File: src/rtl/mem_arbiter.sv
// mem_arbiter: shares one memory controller port between the vector core (CPU)
// and the display readout engine. One transaction at a time, round-robin on a
// tie, sequenced IDLE -> ISSUE -> (WAIT) -> DONE so the memory sees a stable
// address for the whole access. CPU writes outside the RAM window are blocked
// and reported on cpu_err together with cpu_done.
module mem_arbiter #(
    parameter int unsigned  RD_LAT   = 1,
    parameter logic [127:0] RAM_BASE = 128'd120000,
    parameter logic [127:0] RAM_TOP  = 128'd240999
) (
    input  logic         clk,
    input  logic         rst,
    input  logic         cpu_req,
    input  logic         cpu_we,
    input  logic         cpu_vf,
    input  logic [127:0] cpu_addr,
    input  logic [127:0] cpu_wd,
    output logic         cpu_gnt,
    output logic         cpu_done,
    output logic         cpu_err,
    output logic [127:0] cpu_rdata,
    input  logic         disp_req,
    input  logic [127:0] disp_addr,
    output logic         disp_gnt,
    output logic         disp_done,
    output logic [127:0] disp_rdata,
    output logic         mem_we,
    output logic         mem_vf,
    output logic [127:0] mem_addr,
    output logic [127:0] mem_wd,
    input  logic [127:0] mem_rd,
    output logic         busy
);

    typedef enum logic [1:0] {
        S_IDLE  = 2'd0,
        S_ISSUE = 2'd1,
        S_WAIT  = 2'd2,
        S_DONE  = 2'd3
    } state_t;

    localparam int unsigned      CNT_W    = (RD_LAT > 1) ? $clog2(RD_LAT) : 1;
    localparam logic [CNT_W-1:0] CNT_LOAD = CNT_W'(RD_LAT - 1);
    localparam logic [CNT_W-1:0] CNT_ONE  = CNT_W'(1);
    localparam logic [CNT_W-1:0] CNT_ZERO = '0;
    localparam logic             OWN_DISP = 1'b0;
    localparam logic             OWN_CPU  = 1'b1;

    // A CPU write is blocked when it falls outside the RAM window.
    function automatic logic wr_blocked(input logic we, input logic [127:0] addr);
        return we & ((addr < RAM_BASE) | (addr > RAM_TOP));
    endfunction

    state_t           state_q,      state_d;
    logic             last_owner_q, last_owner_d;
    logic             owner_q,      owner_d;
    logic             we_q,         we_d;
    logic             blocked_q,    blocked_d;
    logic [CNT_W-1:0] cnt_q,        cnt_d;
    logic             mem_we_q,     mem_we_d;
    logic             mem_vf_q,     mem_vf_d;
    logic [127:0]     mem_addr_q,   mem_addr_d;
    logic [127:0]     mem_wd_q,     mem_wd_d;
    logic             cpu_gnt_q,    cpu_gnt_d;
    logic             disp_gnt_q,   disp_gnt_d;
    logic             cpu_done_q,   cpu_done_d;
    logic             disp_done_q,  disp_done_d;
    logic             cpu_err_q,    cpu_err_d;
    logic [127:0]     cpu_rdata_q,  cpu_rdata_d;
    logic [127:0]     disp_rdata_q, disp_rdata_d;
    logic             busy_q,       busy_d;
    logic             win_cpu_s;

    // Next state, transaction latch and next values of all registered outputs.
    always_comb begin
        state_d      = state_q;
        last_owner_d = last_owner_q;
        owner_d      = owner_q;
        we_d         = we_q;
        blocked_d    = blocked_q;
        cnt_d        = cnt_q;
        mem_we_d     = 1'b0;
        mem_vf_d     = mem_vf_q;
        mem_addr_d   = mem_addr_q;
        mem_wd_d     = mem_wd_q;
        cpu_gnt_d    = 1'b0;
        disp_gnt_d   = 1'b0;
        cpu_done_d   = 1'b0;
        disp_done_d  = 1'b0;
        cpu_err_d    = 1'b0;
        cpu_rdata_d  = cpu_rdata_q;
        disp_rdata_d = disp_rdata_q;
        // CPU wins alone, or on a tie when the display owned the last transaction.
        win_cpu_s    = cpu_req & (~disp_req | (last_owner_q == OWN_DISP));

        case (state_q)
            S_IDLE: begin
                if (cpu_req | disp_req) begin
                    state_d      = S_ISSUE;
                    owner_d      = win_cpu_s ? OWN_CPU : OWN_DISP;
                    last_owner_d = win_cpu_s ? OWN_CPU : OWN_DISP;
                    if (win_cpu_s) begin
                        we_d       = cpu_we;
                        blocked_d  = wr_blocked(cpu_we, cpu_addr);
                        mem_vf_d   = cpu_vf;
                        mem_addr_d = cpu_addr;
                        mem_wd_d   = cpu_wd;
                        mem_we_d   = cpu_we & ~wr_blocked(cpu_we, cpu_addr);
                        cpu_gnt_d  = 1'b1;
                    end else begin
                        // Display traffic is always a plain read.
                        we_d       = 1'b0;
                        blocked_d  = 1'b0;
                        mem_vf_d   = 1'b0;
                        mem_addr_d = disp_addr;
                        mem_wd_d   = 128'd0;
                        disp_gnt_d = 1'b1;
                    end
                end else begin
                    state_d = S_IDLE;
                end
            end
            S_ISSUE: begin
                if (we_q) begin
                    state_d = S_DONE;
                    if (owner_q == OWN_CPU) begin
                        cpu_done_d = 1'b1;
                        cpu_err_d  = blocked_q;
                    end else begin
                        disp_done_d = 1'b1;
                    end
                end else begin
                    state_d = S_WAIT;
                    cnt_d   = CNT_LOAD;
                end
            end
            S_WAIT: begin
                if (cnt_q == CNT_ZERO) begin
                    state_d = S_DONE;
                    if (owner_q == OWN_CPU) begin
                        cpu_rdata_d = mem_rd;
                        cpu_done_d  = 1'b1;
                    end else begin
                        disp_rdata_d = mem_rd;
                        disp_done_d  = 1'b1;
                    end
                end else begin
                    cnt_d = cnt_q - CNT_ONE;
                end
            end
            S_DONE: begin
                state_d = S_IDLE;
            end
            default: begin
                state_d = S_IDLE;
            end
        endcase

        busy_d = (state_d != S_IDLE);
    end

    // State, latch and output registers with synchronous active-low reset.
    always_ff @(posedge clk) begin
        if (!rst) begin
            state_q      <= S_IDLE;
            last_owner_q <= OWN_DISP;
            owner_q      <= OWN_DISP;
            we_q         <= 1'b0;
            blocked_q    <= 1'b0;
            cnt_q        <= CNT_ZERO;
            mem_we_q     <= 1'b0;
            mem_vf_q     <= 1'b0;
            mem_addr_q   <= 128'd0;
            mem_wd_q     <= 128'd0;
            cpu_gnt_q    <= 1'b0;
            disp_gnt_q   <= 1'b0;
            cpu_done_q   <= 1'b0;
            disp_done_q  <= 1'b0;
            cpu_err_q    <= 1'b0;
            cpu_rdata_q  <= 128'd0;
            disp_rdata_q <= 128'd0;
            busy_q       <= 1'b0;
        end else begin
            state_q      <= state_d;
            last_owner_q <= last_owner_d;
            owner_q      <= owner_d;
            we_q         <= we_d;
            blocked_q    <= blocked_d;
            cnt_q        <= cnt_d;
            mem_we_q     <= mem_we_d;
            mem_vf_q     <= mem_vf_d;
            mem_addr_q   <= mem_addr_d;
            mem_wd_q     <= mem_wd_d;
            cpu_gnt_q    <= cpu_gnt_d;
            disp_gnt_q   <= disp_gnt_d;
            cpu_done_q   <= cpu_done_d;
            disp_done_q  <= disp_done_d;
            cpu_err_q    <= cpu_err_d;
            cpu_rdata_q  <= cpu_rdata_d;
            disp_rdata_q <= disp_rdata_d;
            busy_q       <= busy_d;
        end
    end

    assign cpu_gnt    = cpu_gnt_q;
    assign cpu_done   = cpu_done_q;
    assign cpu_err    = cpu_err_q;
    assign cpu_rdata  = cpu_rdata_q;
    assign disp_gnt   = disp_gnt_q;
    assign disp_done  = disp_done_q;
    assign disp_rdata = disp_rdata_q;
    assign mem_we     = mem_we_q;
    assign mem_vf     = mem_vf_q;
    assign mem_addr   = mem_addr_q;
    assign mem_wd     = mem_wd_q;
    assign busy       = busy_q;

endmodule

File: config.mk
export PLATFORM = sky130hd
export DESIGN_NAME = mem_arbiter
export DESIGN_NICKNAME = d
export VERILOG_FILES = /design/src/rtl/mem_arbiter.sv
export SDC_FILE = /design/constraint.sdc
export NUM_CORES = 1
export LEC_CHECK = 0
export BUFFER_PORTS_ARGS = -buffer_cell sky130_fd_sc_hd__buf_4
export CAP_MARGIN = 10
export CORE_AREA = 3 3 400 402
export DETAILED_ROUTE_END_ITERATION = 6
export DIE_AREA = 0 0 403 405
export PLACE_DENSITY = 0.38
export SYNTH_ARGS = -nofsm -noshare
export SYNTH_HDL_FRONTEND = slang
export SYNTH_SLANG_ARGS = --single-unit
File: constraint.sdc
create_clock -name clk -period 1.7 [get_ports clk]
set_input_delay 0.085 -clock clk [delete_from_list [all_inputs] [get_ports clk]]
set_output_delay 0.085 -clock clk [all_outputs]
set_load 0.005 [all_outputs]
# ---- Word-level counts from Yosys, hierarchy flattened
# Cells that the tools add are included.
dict set report classes {
  add_sub_neg 1
  n_lt_le_gt_ge 2
  n_eq_ne 4
  muxes 22
  bitwise 10
  n_reduce_logical 10
}
# operator n
set ops {}
lappend ops {{$mux 128} 2}
lappend ops {{$gt 128x18->1 const B} 1}
lappend ops {{$lt 128x17->1 const B} 1}
lappend ops {{$mux 1} 15}
lappend ops {{$reduce_and 3->1} 3}
lappend ops {{$pmux 2 s4} 1}
lappend ops {{$reduce_and 4->1} 2}
lappend ops {{$pmux 1 s2} 3}
lappend ops {{$eq 2x2->1 const B} 2}
lappend ops {{$not 1->1} 4}
lappend ops {{$reduce_and 2->1} 2}
lappend ops {{$reduce_bool 2->1} 2}
lappend ops {{$and 1x1->1} 3}
lappend ops {{$or 1x1->1} 3}
lappend ops {{$eq 2x1->1 const B} 1}
lappend ops {{$logic_not 2->1} 1}
lappend ops {{$mux 2} 1}
lappend ops {{$ne 2x2->1 const B} 1}
lappend ops {{$sub 1x1->1 const B} 1}
dict set report totals {
  regBits 526
  input_bits 518
  output_inout_bits 520
  word_cells 66
}

# ---- Logic depth before layout (Yosys ltp)
dict set report logic_depth {
  ltp_word 5
  ltp_mapped 9
  mapped_depth_nobuf 6
}

# ---- Least setup slack after synthesis
# No wires, ideal clock.
dict set report synth_timing {
  path_kind {register to register}
  start {register state_q[0]}
  end {register mem_addr_q[100] (netlist: mem_addr[100])}
  setup_time_ns 0.059
  arrival_ns 1.470
  t_required_ns 1.641
  slack_ns 0.172
  stages_incl_launch_ff 8
  n_path_buf 3
  period_less_slack_ns 1.528
  path_cell_list {dfxtp_1 > inv_1 > ha_1 > o21a_1 > buf_2 > clkbuf_1 > clkbuf_1 > o211a_1}
}
dict set report synth_between {
  elab_chain_cells 2
}
# element line_no
set synth_rtl {}
lappend synth_rtl {{start: declaration} 54} ;# state_t state_q, state_d;
lappend synth_rtl {{start signal: assignment} 184} ;# state_q <= state_d;
lappend synth_rtl {{$logic_not 2->1} 96} ;# case (state_q)
lappend synth_rtl {{$reduce_and 2->1 (no line)} -}
lappend synth_rtl {{end signal: assignment} 192} ;# mem_addr_q <= mem_addr_d;
lappend synth_rtl {{end: declaration} 62} ;# logic [127:0] mem_addr_q, mem_addr_d;
# No other way between the ends.
# A chain may end at the register's enable or synchronous reset.

# ---- Worst setup path in the final report
dict set report layout_timing {
  start {input cpu_addr[52]}
  end {register blocked_q}
}
dict set report layout_between {
  elab_chain_cells 4
  word_cells_on_any_way 5
  cone_classes {order compare: 2; mux: 1; bitwise: 2}
}
# element line_no
set layout_rtl {}
lappend layout_rtl {{start: declaration} 16} ;# input logic [127:0] cpu_addr,
lappend layout_rtl {{$lt 128x17->1 or $gt 128x18->1 (tied branches)} 51} ;# return we & ((addr < RAM_BASE) | (addr > RAM_TOP));
lappend layout_rtl {{$or 1x1->1 *} 51}
lappend layout_rtl {{$and 1x1->1 *} 51}
lappend layout_rtl {{$mux 1 *} 102} ;# if (win_cpu_s) begin
lappend layout_rtl {{end signal: assignment} 188} ;# blocked_q <= blocked_d;
lappend layout_rtl {{end: declaration} 58} ;# logic blocked_q, blocked_d;
# Mark *: on every way between the ends. The rest lies on a longest branch, timed or not.

==> out/qor.txt <==
Area of the mapped netlist: 20700 um2
Worst slew pin tran: 0.650 ns
Met3 Routed Length: 6090 um
Syn Inst Count: 2212
DR top layer: met5
Nets: 4369
Slowest CP cell: dlygate4sd3_1
Wirelength, routed: 128000 um
Maximum vdd ir drop: 0.698 mV
Setup violators final: 0
Pre-CTS WS: -0.958 ns
Synthesized flop and latch total: 525
DRC violations left: 0
Num Clock Sinks: 525
Largest net degree at the start of global routing: 77
Io pins: 1038
Hold Path Class: in -> reg
Vias per inst: 3.77
CP endpoint kind: flop
CTS tree: done
CP Buf/Inv Count: 3
PortBufs: 1037
Status: finished, final reports clean
Most used DFF post-synth: dfxtp_1
Post-synth EDFFs: 0
Worst Skew: 0.0338 ns
Hold Vio Cnt, Final: 0
Number of global-route vias before repair: 23400
Worst-Skew Late Latency: 0.65 ns
Routability-driven placement congestion ratio: 0.856
Wl on met1: 50800 um
Max FO, Critical Path: 2
Worst-path clk slew: 0.05 ns
CP dominant cell by count: buf_4
Drt initial violations: 1169
Synthesis-to-layout area growth: 94.8%
First-pass GRT wire length: 171000 um
RSZ-0062 raised after global routing: true
Initial core utilization: 13.3%
Final Slew Violations: 0
Die height: 405 um
CP required: 2.25 ns
Clock Path Buffers: 3
Number of max-cap violations: 0
Crit-path leading delay family: buffers and inverters
DR pass1 iterations: 6
Arrival @ worst endpoint: 2.25 ns
Slew margin rel.: 56.3%
Max incr delay on CP: 0.57 ns
Setup ws final: 0.00355 ns
Syn Nets: 2733
Die area: 163000 um2
Syn_area_per_cell: 9.38 um2
Sequential share of the synthesized area: 50.7%
Routed Antenna Nets: 0
Final HPWL DP: 98500 um
Wire length on met2: 65800 um
Htree depth: 3
Cts bufs inserted: 74
Die X: 403 um
Grt total ovfl: 0
Crit start category: input pin
Crit-path cells: dlygate4sd3_1, buf_4, nor4_1, nand4_1, nor4_2, buf_4, o2111ai_2, a41o_1
Vias: 22500
Row count: 145
Initial antenna violation count: 5
Crit share post-route: 99.8%
Crit path time final: 1.70 ns
Synth warn: 0
Critical path class: in -> reg
Post-synth ARST share: 0%
Total GRT Usage: 14.4%
LEAKAGE: 17.9 nW
WL/cell: 21.4 um
Reg2Reg Setup Slack: 0.02 ns
Clk root buf: clkbuf_16
Pwr Density: 1030 nW/um2
Layout cells sized above 1: 35.9%
Core area: 156000 um2
Power Total: 0.0417 W
Synth cell types: 46
Max Clk Rate: 0.589 GHz
## stage by stage
step                      instances  utilization, %  area (um2)  hold slack [ns]  TNS, ns
after floorplan                2212               -       20700            0.230        0
after global placement         5288            20.5       32100            0.352    -2.24
after detailed placement       5288            20.5       32100            0.359    -2.40
after CTS                      5932            25.5       39800           0.0997        0
after global routing           5959            25.8       40400           0.0969  -0.0667
final                          5960            25.8       40400            0.119        0
## power by group
| group | switching, W | internal, W |
|---|---|---|
| clock network | 0.00629 | 0.00939 |
| logic | 0.00554 | 0.00601 |
| registers | 0.000825 | 0.0136 |
## logic make-up (layout without fill, tap and decap cells)
logic type | after synthesis | after routing | share of synthesized area (%)
simple gates | 834 | 834 | 17.4
compound gates | 531 | 531 | 21.3
flops | 525 | 525 | 50.7
buf+inv | 191 | 1878 | 4.37
mux | 128 | 128 | 6.18
fa+ha+maj | 3 | 3 | 0.181
other cells | 0 | 3 | 0
## Yosys cell counts, drive strengths merged, types with 2 or more instances
cell / number / area, um2
ha: 3 / 37.5
dfxtp: 525 / 10500
a21oi: 2 / 10.0
nor4: 28 / 175
o2111ai: 2 / 17.5
o211a: 128 / 1280
buf: 83 / 502
nor3: 2 / 10.0
nand2b: 2 / 12.5
nand2: 644 / 2420
a21boi: 257 / 1930
inv: 3 / 11.3
and2: 3 / 18.8
clkbuf: 105 / 394
nand3: 3 / 15.0
nor2b: 132 / 826
a22oi: 130 / 1080
mux2i: 128 / 1280
o21ai: 2 / 10.0
nand4: 8 / 50.1
nor2: 5 / 18.8
## routing by layer
layer / GRT usage [%] / vias to the layer above
met2: 26.4 / 745
met1: 16.2 / 10700
li1: - / 10900
met4: 6.13 / 2
met5: 0 / -
met3: 2.87 / 175
## worst reg2reg max path, stage by stage, from the launching register on
cell and delay [ns]:
dfxtp_1 0.33, a21boi_4 0.15, buf_12 0.18, buf_4 0.21, mux2i_2 0.37, buf_4 0.17, nand2_1 0.05, o211a_1 0.12
## state kept, by name (all words and copies together), names as in the netlist, 2 cells and up
signal / flops
cpu_rdata: 128
state_q: 2
mem_addr: 128
mem_wd: 128
disp_rdata: 128
## cells in the final DEF, fill, tap and decap left out, types with 4 or more instances in the layout
cell,Yosys,routed
dlygate4sd3_1,0,517
dfxtp_1,525,525
buf_4,13,1165
nor4_2,0,5
clkbuf_8,0,16
buf_12,1,46
o211a_1,128,128
mux2i_2,0,13
nor2_1,5,4
a21boi_1,0,8
mux2i_1,128,108
clkinv_2,0,8
nand4_1,8,8
mux2i_4,0,7
buf_6,6,4
clkbuf_16,0,87
a22oi_2,20,20
nor4_1,28,22
nand2_1,644,643
a22oi_1,110,110
clkbuf_1,105,17
a21boi_0,256,248
nor2b_1,132,131
## final cells by class
class / count / area [um2]
multi-input cells: 1496 / 9590
inverters: 3 / 11.3
flip-flops and latches: 525 / 10500
clock inverters: 18 / 260
repair buffers: 1748 / 15300
diodes: 3 / 7.51
well taps: 2058 / 2570
clock buffers: 109 / 2190
fillers: 16900 / 116000
## path summary, 6_finish.rpt
check / start / end / cells past startpoint
worst min register to register: blocked_q / cpu_err / 2
worst max-delay path: cpu_addr[52] / blocked_q / 8
worst max register to register: owner_q / mem_addr[26] / 7
worst min-delay path: cpu_addr[58] / blocked_q / 7
## timing repair
item | CTS | global route
cloned | 0 | 12
hold endpoints to repair | 522 | 0
hold buffers | 517 | 0
pin swaps | 0 | 3
resized for setup | 15 | 41
endpoints found under the setup margin | 21 | 189
buffers inserted | 0 | 13
Note: power is estimated with default switching activity, not from simulation.
